## src/rtl/bus_arbiter_pkg.sv

```systemverilog
// Shared types and defaults for the fetch/data bus arbiter.
// State and grant encodings plus the default bus widths.
package bus_arbiter_pkg;

    localparam int RegBus      = 32;
    localparam int InstAddrBus = 32;

    localparam logic [3:0] SelWord = 4'hF;

    typedef enum logic [1:0] {
        ArbIdle    = 2'd0,
        ArbBusyIf  = 2'd1,
        ArbBusyMem = 2'd2,
        ArbDone    = 2'd3
    } arb_state_e;

    typedef enum logic {
        GrantIf  = 1'b0,
        GrantMem = 1'b1
    } grant_e;

    // MEM wins a tie unless it also won last time.
    function automatic grant_e arb_pick(
        input logic   if_req,
        input logic   mem_req,
        input grant_e last
    );
        if (mem_req && !(if_req && last == GrantMem))
            return GrantMem;
        return GrantIf;
    endfunction

endpackage

```

## src/rtl/bus_arbiter_if.sv

```systemverilog
// Requester and external bus signals of the arbiter.
// master: arbiter view; slave: requesters plus bus slave view.
interface bus_arbiter_if #(
    parameter int ADDR_W = 32,
    parameter int DATA_W = 32
) ();

    logic              if_req_i;
    logic [ADDR_W-1:0] if_addr_i;
    logic              if_ack_o;
    logic [DATA_W-1:0] if_rdata_o;

    logic              mem_req_i;
    logic              mem_we_i;
    logic [3:0]        mem_sel_i;
    logic [ADDR_W-1:0] mem_addr_i;
    logic [DATA_W-1:0] mem_wdata_i;
    logic              mem_ack_o;
    logic [DATA_W-1:0] mem_rdata_o;

    logic              bus_err_o;
    logic              bus_stb_o;
    logic              bus_we_o;
    logic [3:0]        bus_sel_o;
    logic [ADDR_W-1:0] bus_addr_o;
    logic [DATA_W-1:0] bus_wdata_o;
    logic              bus_ack_i;
    logic [DATA_W-1:0] bus_rdata_i;

    logic              stallreq_from_if_o;
    logic              stallreq_from_mem_o;

    modport master (
        input  if_req_i, if_addr_i,
        input  mem_req_i, mem_we_i, mem_sel_i, mem_addr_i, mem_wdata_i,
        input  bus_ack_i, bus_rdata_i,
        output if_ack_o, if_rdata_o,
        output mem_ack_o, mem_rdata_o,
        output bus_err_o, bus_stb_o, bus_we_o, bus_sel_o,
        output bus_addr_o, bus_wdata_o,
        output stallreq_from_if_o, stallreq_from_mem_o
    );

    modport slave (
        output if_req_i, if_addr_i,
        output mem_req_i, mem_we_i, mem_sel_i, mem_addr_i, mem_wdata_i,
        output bus_ack_i, bus_rdata_i,
        input  if_ack_o, if_rdata_o,
        input  mem_ack_o, mem_rdata_o,
        input  bus_err_o, bus_stb_o, bus_we_o, bus_sel_o,
        input  bus_addr_o, bus_wdata_o,
        input  stallreq_from_if_o, stallreq_from_mem_o
    );

endinterface

```

## src/rtl/bus_arbiter_watchdog.sv

```systemverilog
// Bus timeout counter: runs while a transaction is on the bus,
// clears otherwise, flags the last allowed cycle. TIMEOUT=0 disables it.
module bus_watchdog #(
    parameter int TIMEOUT = 16
) (
    input  logic clk,
    input  logic rst,
    input  logic run,
    output logic expire
);

    generate
        if (TIMEOUT == 0) begin : g_off
            assign expire = 1'b0;
        end else begin : g_on
            localparam int CW = (TIMEOUT > 1) ? $clog2(TIMEOUT) : 1;
            localparam logic [CW-1:0] Last = CW'(TIMEOUT - 1);

            logic [CW-1:0] cnt;

            always_ff @(posedge clk) begin
                if (rst || !run)
                    cnt <= '0;
                else
                    cnt <= cnt + 1'b1;
            end

            assign expire = run && (cnt == Last);
        end
    endgenerate

endmodule

```

## src/rtl/bus_arbiter.sv

```systemverilog
// Two-master arbiter sharing one SRAM-style bus between fetch and MEM.
// Registered bus outputs, one-cycle acks, alternating tie-break, watchdog.
module bus_arbiter
    import bus_arbiter_pkg::*;
#(
    parameter int ADDR_W  = InstAddrBus,
    parameter int DATA_W  = RegBus,
    parameter int TIMEOUT = 16
) (
    input  logic          clk,
    input  logic          rst,
    bus_arbiter_if.master io
);

    arb_state_e state_q, state_d;
    grant_e     last_q;
    grant_e     pick;
    logic       busy;
    logic       expire;
    logic       finish;

    logic              stb_q;
    logic              we_q;
    logic [3:0]        sel_q;
    logic [ADDR_W-1:0] addr_q;
    logic [DATA_W-1:0] wdata_q;
    logic              if_ack_q;
    logic              mem_ack_q;
    logic              err_q;
    logic [DATA_W-1:0] if_rdata_q;
    logic [DATA_W-1:0] mem_rdata_q;

    assign busy   = (state_q == ArbBusyIf) || (state_q == ArbBusyMem);
    assign finish = busy && (io.bus_ack_i || expire);
    assign pick   = arb_pick(io.if_req_i, io.mem_req_i, last_q);

    bus_watchdog #(
        .TIMEOUT(TIMEOUT)
    ) u_watchdog (
        .clk   (clk),
        .rst   (rst),
        .run   (busy),
        .expire(expire)
    );

    always_comb begin
        state_d = state_q;
        unique case (state_q)
            ArbIdle: begin
                if (io.if_req_i || io.mem_req_i)
                    state_d = (pick == GrantMem) ? ArbBusyMem : ArbBusyIf;
            end
            ArbBusyIf,
            ArbBusyMem: begin
                if (finish)
                    state_d = ArbDone;
            end
            ArbDone: state_d = ArbIdle;
            default: state_d = ArbIdle;
        endcase
    end

    always_ff @(posedge clk) begin
        if (rst) begin
            state_q     <= ArbIdle;
            last_q      <= GrantIf;
            stb_q       <= 1'b0;
            we_q        <= 1'b0;
            sel_q       <= '0;
            addr_q      <= '0;
            wdata_q     <= '0;
            if_ack_q    <= 1'b0;
            mem_ack_q   <= 1'b0;
            err_q       <= 1'b0;
            if_rdata_q  <= '0;
            mem_rdata_q <= '0;
        end else begin
            state_q   <= state_d;
            if_ack_q  <= 1'b0;
            mem_ack_q <= 1'b0;
            err_q     <= 1'b0;
            unique case (1'b1)
                state_d == ArbBusyMem && state_q == ArbIdle: begin
                    stb_q   <= 1'b1;
                    we_q    <= io.mem_we_i;
                    sel_q   <= io.mem_sel_i;
                    addr_q  <= io.mem_addr_i;
                    wdata_q <= io.mem_wdata_i;
                end
                state_d == ArbBusyIf && state_q == ArbIdle: begin
                    stb_q   <= 1'b1;
                    we_q    <= 1'b0;
                    sel_q   <= SelWord;
                    addr_q  <= io.if_addr_i;
                    wdata_q <= '0;
                end
                finish: begin
                    // A slave ack on the expiry cycle still counts as success.
                    stb_q <= 1'b0;
                    err_q <= ~io.bus_ack_i;
                    if (state_q == ArbBusyMem) begin
                        mem_ack_q   <= 1'b1;
                        mem_rdata_q <= io.bus_ack_i ? io.bus_rdata_i : '0;
                        last_q      <= GrantMem;
                    end else begin
                        if_ack_q    <= 1'b1;
                        if_rdata_q  <= io.bus_ack_i ? io.bus_rdata_i : '0;
                        last_q      <= GrantIf;
                    end
                end
                default: ;
            endcase
        end
    end

    assign io.bus_stb_o   = stb_q;
    assign io.bus_we_o    = we_q;
    assign io.bus_sel_o   = sel_q;
    assign io.bus_addr_o  = addr_q;
    assign io.bus_wdata_o = wdata_q;
    assign io.bus_err_o   = err_q;
    assign io.if_ack_o    = if_ack_q;
    assign io.mem_ack_o   = mem_ack_q;
    assign io.if_rdata_o  = if_rdata_q;
    assign io.mem_rdata_o = mem_rdata_q;

    assign io.stallreq_from_if_o  = ~rst & io.if_req_i & ~if_ack_q;
    assign io.stallreq_from_mem_o = ~rst & io.mem_req_i & ~mem_ack_q;

endmodule

```

## src/flat_wrapper.sv

```systemverilog
// flat-port wrapper written by rule: the top's interface ports become plain ports
module bus_arbiter_flat import bus_arbiter_pkg::*;
#(
    parameter int ADDR_W  = InstAddrBus,
    parameter int DATA_W  = RegBus,
    parameter int TIMEOUT = 16
)
  (clk, rst, io_if_req_i, io_if_addr_i, io_mem_req_i, io_mem_we_i, io_mem_sel_i, io_mem_addr_i, io_mem_wdata_i, io_bus_ack_i, io_bus_rdata_i, io_if_ack_o, io_if_rdata_o, io_mem_ack_o, io_mem_rdata_o, io_bus_err_o, io_bus_stb_o, io_bus_we_o, io_bus_sel_o, io_bus_addr_o, io_bus_wdata_o, io_stallreq_from_if_o, io_stallreq_from_mem_o);
  bus_arbiter_if #(.ADDR_W(ADDR_W), .DATA_W(DATA_W)) io_i ();
  input  logic clk;
  input  logic rst;
  input wire logic [$bits(io_i.if_req_i)-1:0] io_if_req_i;
  input wire logic [$bits(io_i.if_addr_i)-1:0] io_if_addr_i;
  input wire logic [$bits(io_i.mem_req_i)-1:0] io_mem_req_i;
  input wire logic [$bits(io_i.mem_we_i)-1:0] io_mem_we_i;
  input wire logic [$bits(io_i.mem_sel_i)-1:0] io_mem_sel_i;
  input wire logic [$bits(io_i.mem_addr_i)-1:0] io_mem_addr_i;
  input wire logic [$bits(io_i.mem_wdata_i)-1:0] io_mem_wdata_i;
  input wire logic [$bits(io_i.bus_ack_i)-1:0] io_bus_ack_i;
  input wire logic [$bits(io_i.bus_rdata_i)-1:0] io_bus_rdata_i;
  output wire logic [$bits(io_i.if_ack_o)-1:0] io_if_ack_o;
  output wire logic [$bits(io_i.if_rdata_o)-1:0] io_if_rdata_o;
  output wire logic [$bits(io_i.mem_ack_o)-1:0] io_mem_ack_o;
  output wire logic [$bits(io_i.mem_rdata_o)-1:0] io_mem_rdata_o;
  output wire logic [$bits(io_i.bus_err_o)-1:0] io_bus_err_o;
  output wire logic [$bits(io_i.bus_stb_o)-1:0] io_bus_stb_o;
  output wire logic [$bits(io_i.bus_we_o)-1:0] io_bus_we_o;
  output wire logic [$bits(io_i.bus_sel_o)-1:0] io_bus_sel_o;
  output wire logic [$bits(io_i.bus_addr_o)-1:0] io_bus_addr_o;
  output wire logic [$bits(io_i.bus_wdata_o)-1:0] io_bus_wdata_o;
  output wire logic [$bits(io_i.stallreq_from_if_o)-1:0] io_stallreq_from_if_o;
  output wire logic [$bits(io_i.stallreq_from_mem_o)-1:0] io_stallreq_from_mem_o;
  assign io_i.if_req_i = io_if_req_i;
  assign io_i.if_addr_i = io_if_addr_i;
  assign io_i.mem_req_i = io_mem_req_i;
  assign io_i.mem_we_i = io_mem_we_i;
  assign io_i.mem_sel_i = io_mem_sel_i;
  assign io_i.mem_addr_i = io_mem_addr_i;
  assign io_i.mem_wdata_i = io_mem_wdata_i;
  assign io_i.bus_ack_i = io_bus_ack_i;
  assign io_i.bus_rdata_i = io_bus_rdata_i;
  assign io_if_ack_o = io_i.if_ack_o;
  assign io_if_rdata_o = io_i.if_rdata_o;
  assign io_mem_ack_o = io_i.mem_ack_o;
  assign io_mem_rdata_o = io_i.mem_rdata_o;
  assign io_bus_err_o = io_i.bus_err_o;
  assign io_bus_stb_o = io_i.bus_stb_o;
  assign io_bus_we_o = io_i.bus_we_o;
  assign io_bus_sel_o = io_i.bus_sel_o;
  assign io_bus_addr_o = io_i.bus_addr_o;
  assign io_bus_wdata_o = io_i.bus_wdata_o;
  assign io_stallreq_from_if_o = io_i.stallreq_from_if_o;
  assign io_stallreq_from_mem_o = io_i.stallreq_from_mem_o;
  bus_arbiter #(.ADDR_W(ADDR_W), .DATA_W(DATA_W), .TIMEOUT(TIMEOUT)) u_core (.clk(clk), .rst(rst), .io(io_i));
endmodule
```

## config.mk

```make
export PLATFORM = sky130hd
export DESIGN_NAME = bus_arbiter_flat
export DESIGN_NICKNAME = d
export VERILOG_FILES = /design/src/rtl/bus_arbiter_pkg.sv /design/src/rtl/bus_arbiter_if.sv /design/src/rtl/bus_arbiter_watchdog.sv /design/src/rtl/bus_arbiter.sv /design/src/flat_wrapper.sv
export SDC_FILE = /design/constraint.sdc
export NUM_CORES = 1
export LEC_CHECK = 0
export CAP_MARGIN = 20
export CORE_UTILIZATION = 43
export DETAILED_ROUTE_END_ITERATION = 10
export GPL_ROUTABILITY_DRIVEN = 0
export PLACE_DENSITY = 0.85
export SLEW_MARGIN = 20
export SYNTH_ARGS = -nofsm -noshare
export SYNTH_HDL_FRONTEND = slang
export SYNTH_SLANG_ARGS = --single-unit
```

## constraint.sdc

```tcl
create_clock -name clk -period 5.3 [get_ports clk]
set_clock_uncertainty 0.15 [all_clocks]
set_input_delay 0.53 -clock clk [delete_from_list [all_inputs] [get_ports clk]]
set_output_delay 0.53 -clock clk [all_outputs]
set_load 0.05 [all_outputs]
```

==> flow_metrics.tcl <==
set metrics [dict create \
    finalNonFillerCells 1009 \
    synth_edf_count 0 \
    utilization_pct 70.56 \
    worstPathArrival_ns 3.16 \
    path_buf_inv 2 \
    post-route-drc-count 0 \
    die_x_um 115.5 \
    critPathTopFamily "compound AO/OA/AOI/OAI gates" \
    drv_slew 0 \
    ys_seq_elements 144 \
    cp_max_fo 35 \
    htree_levels 4 \
    die_area_mm2 0.01333 \
    syn_area_mm2 0.005537 \
    finish.net_count 968 \
    status "complete, no violations" \
    grt_pass1_vias 5243 \
    timing.fmax_ghz 0.3326 \
    slowest_delay_ns 0.76 \
    cts_max_path_buffers 2 \
    grt_max_degree 82 \
    synthesis.nets 717 \
    io_pins 277 \
    drive_above_1_share_pct 10.39 \
    ys_warn_count 0 \
    start_util_pct 44.05 \
    vias_per_cell 5.348 \
    routed_wl_um 17600 \
    cp-start-kind "primary input" \
    clock-sinks 144 \
    drt-wirelength-per-cell_um 17.45 \
    cts_hold_buf 0 \
    antenna_found_initial 0 \
    layout_min_cycle_time_ns 3.006 \
    maxSlewHeadroom_pct 33.45 \
    clock_latency_ns 0.40 \
    dpl.cell_count 979 \
    dp_hpwl_um 12290 \
    yosys.area_share.simple_pct 14.17 \
    portBuffers 276 \
    synthMuxAreaShare_pct 0.7232 \
    r2r_start "u_core.state_q[1]$_SDFF_PP0_" \
    vias 5396 \
    path_cells "clkdlybuf4s50_1 > o311a_1 > a41oi_4 > buf_4 > a21oi_1 > a211oi_1" \
    setup_viol 0 \
    worstSetupPathType "primary input to flop" \
    syn_avg_cell_area_um2 9.629 \
    hold_path_class "flop to flop" \
    finalHoldViolCount 0 \
    die_h_um 115.5 \
    ctsResizeCount 0 \
    grt_pass1_wl_um 26530 \
    maxCapViolCount 0 \
    area_growth_pct 60.18 \
    synth-compound-area-share_pct 26.42 \
    synth_async_sr_flop_share_pct 0 \
    synth_top_family_by_area "compound AO/OA/AOI/OAI gates" \
    postRouteAntennaNets 0 \
    power_density_mw_per_mm2 424.1 \
    grt_overflow 0 \
    ys.flop_type "dfxtp_1" \
    synth_cells 575 \
    vdd_drop_max_mv 0.2219 \
    cp-startpoint "io_mem_req_i" \
    tns_ns 0 \
    n_antenna_cell 0 \
    post_cts_buffers 0 \
    tightest_slew_ns 0.9934 \
    tritoncts "done" \
    grt_setup_unrepaired "false" \
    synthXorXnorAreaFrac_pct 0.4746 \
    core-area_mm2 0.01257 \
    drtIter0Drc 377 \
    synth_cell_types 37 \
    drt-pass1-iter-count 4 \
    critPathSlowestCell "a41oi_4" \
    synth_adder_area_share_pct 0.9040 \
    end_kind "flop" \
    fin_crit_sh_pct 56.72 \
    clockRootBuffer "clkbuf_16" \
    num_rows 41 \
    required_ns 5.46 \
    cts.clk_slew.worst_paths_ns 0.06 \
    track_usage_pct 25.81 \
    cts_made_buffers 17 \
    leakage_nw 3.195 \
    hold_start "u_core.u_watchdog.g_on.cnt[0]$_SDFF_PP0_" \
    seq_area_frac_synth_pct 52.07 \
]
## kinds of logic (layout without fill, tap and decap cells)
kind of cell	after synthesis	in the layout
xor gates and xnor gates	3	3
muxes	4	4
and+or+nand+nor	186	186
buffers and inverters	55	317
adders and majority gates	4	4
AOI/OAI and AO/OA	179	179
DFF	144	144
## stage by stage
stage | total power [mW] | setup WS (ns) | hold slack (ns) | instance area (um^2)
2_1_floorplan | 2.237 | 2.535 | 0.2679 | 5537
3_3_place_gp | 2.637 | 2.013 | 0.2784 | 8317
3_5_place_dp | 2.679 | 1.898 | 0.2948 | 8317
4_1_cts | 3.788 | 2.336 | 0.3056 | 8865
5_1_grt | 3.926 | 2.081 | 0.3140 | 8869
6_report | 3.761 | 2.294 | 0.3033 | 8869
## state kept, by name, summed over array words and instances, names as in the netlist
signal and count:
u_core.io.if_rdata_o 32, u_core.io.bus_addr_o 32, u_core.io.bus_wdata_o 32, u_core.state_q 2, u_core.io.bus_we_o 1, u_core.last_q 1, u_core.u_watchdog.g_on.cnt 4, u_core.io.mem_ack_o 1
u_core.io.mem_rdata_o 32, u_core.io.bus_sel_o 4, u_core.io.bus_stb_o 1, u_core.io.if_ack_o 1, u_core.io.bus_err_o 1
## routing by layer
metal / up-vias / routed length (um) / GRT usage (%)
met1: 2547 / 6623 / 27.84
met2: 247 / 8746 / 44.39
met3: 33 / 1741 / 9.780
met5: - / 0 / 0
li1: 2569 / - / -
met4: 0 / 491 / 12.73
## placed cells by master (no fill, tap or decap), drive strengths merged, types with 2 or more instances in the layout
cell type,n
inv,4
nor2,74
a32o,32
nand2,66
clkbuf,23
a211oi,32
o21ba,2
nand3,34
nor3b,2
mux2i,4
buf,9
nand2b,3
xor2,2
ha,4
o21a,2
a21oi,70
clkdlybuf4s50,274
nor3,3
a22oi,33
clkinv,6
dfxtp,144
## cells in the mapped netlist, types with 2 or more instances
cell        n  area (um^2)
mux2i_1     4        40.04
dfxtp_1   144         2883
nand2b_1    3        18.77
buf_4       3        22.52
a21oi_1    52        260.3
clkbuf_1   25        93.84
a211oi_2   20        250.2
inv_1       4        15.01
nor3b_1     2        15.01
o21ba_2     2        20.02
a32o_1     32        320.3
o21a_1      2        15.01
nand3_1    34        170.2
buf_2      16        80.08
xor2_1      2        17.52
nand2_1    66        247.7
a211oi_1   12        90.09
a21oi_2    18        157.7
a22oi_1    33        247.7
buf_6       7        78.83
ha_1        4        50.05
nor3_1      2        10.01
nor2_1     74        277.8
## where the power goes
| part | total (mW) | internal (mW) | switching [mW] |
|---|---|---|---|
| sequential | 1.29 | 1.21 | 0.0720 |
| clock | 1.10 | 0.685 | 0.419 |
| combinational | 1.37 | 0.483 | 0.888 |
| total | 3.76 | 2.38 | 1.38 |
## layout make-up
cell class,count,area (um^2)
Fill cell,951,3700
Sequential cell,144,2883
Timing Repair Buffer,283,2808
Multi-Input combinational cell,376,2400
Clock buffer,23,488.0
Tap cell,172,215.2
Clock inverter,7,60.06
Inverter,4,15.01
## final timing paths
kind	endpoint	slack, ns	cells past startpoint
max	u_core.io.bus_addr_o[15]$_SDFFE_PP0P_	2.29	6
min	u_core.u_watchdog.g_on.cnt[0]$_SDFF_PP0_	0.30	1
max reg2reg	u_core.io.bus_addr_o[15]$_SDFFE_PP0P_	2.32	7
min reg2reg	u_core.u_watchdog.g_on.cnt[0]$_SDFF_PP0_	0.30	1
## worst reg2reg max path, delay by kind of cell, from the launching register on
kind | cells | cell delay, ns
compound gates | 4 | 1.32
fa+ha+maj | 1 | 0.31
buf+inv | 2 | 0.67
flops | 1 | 0.44
No activity file was read; power rests on OpenSTA's default activity.
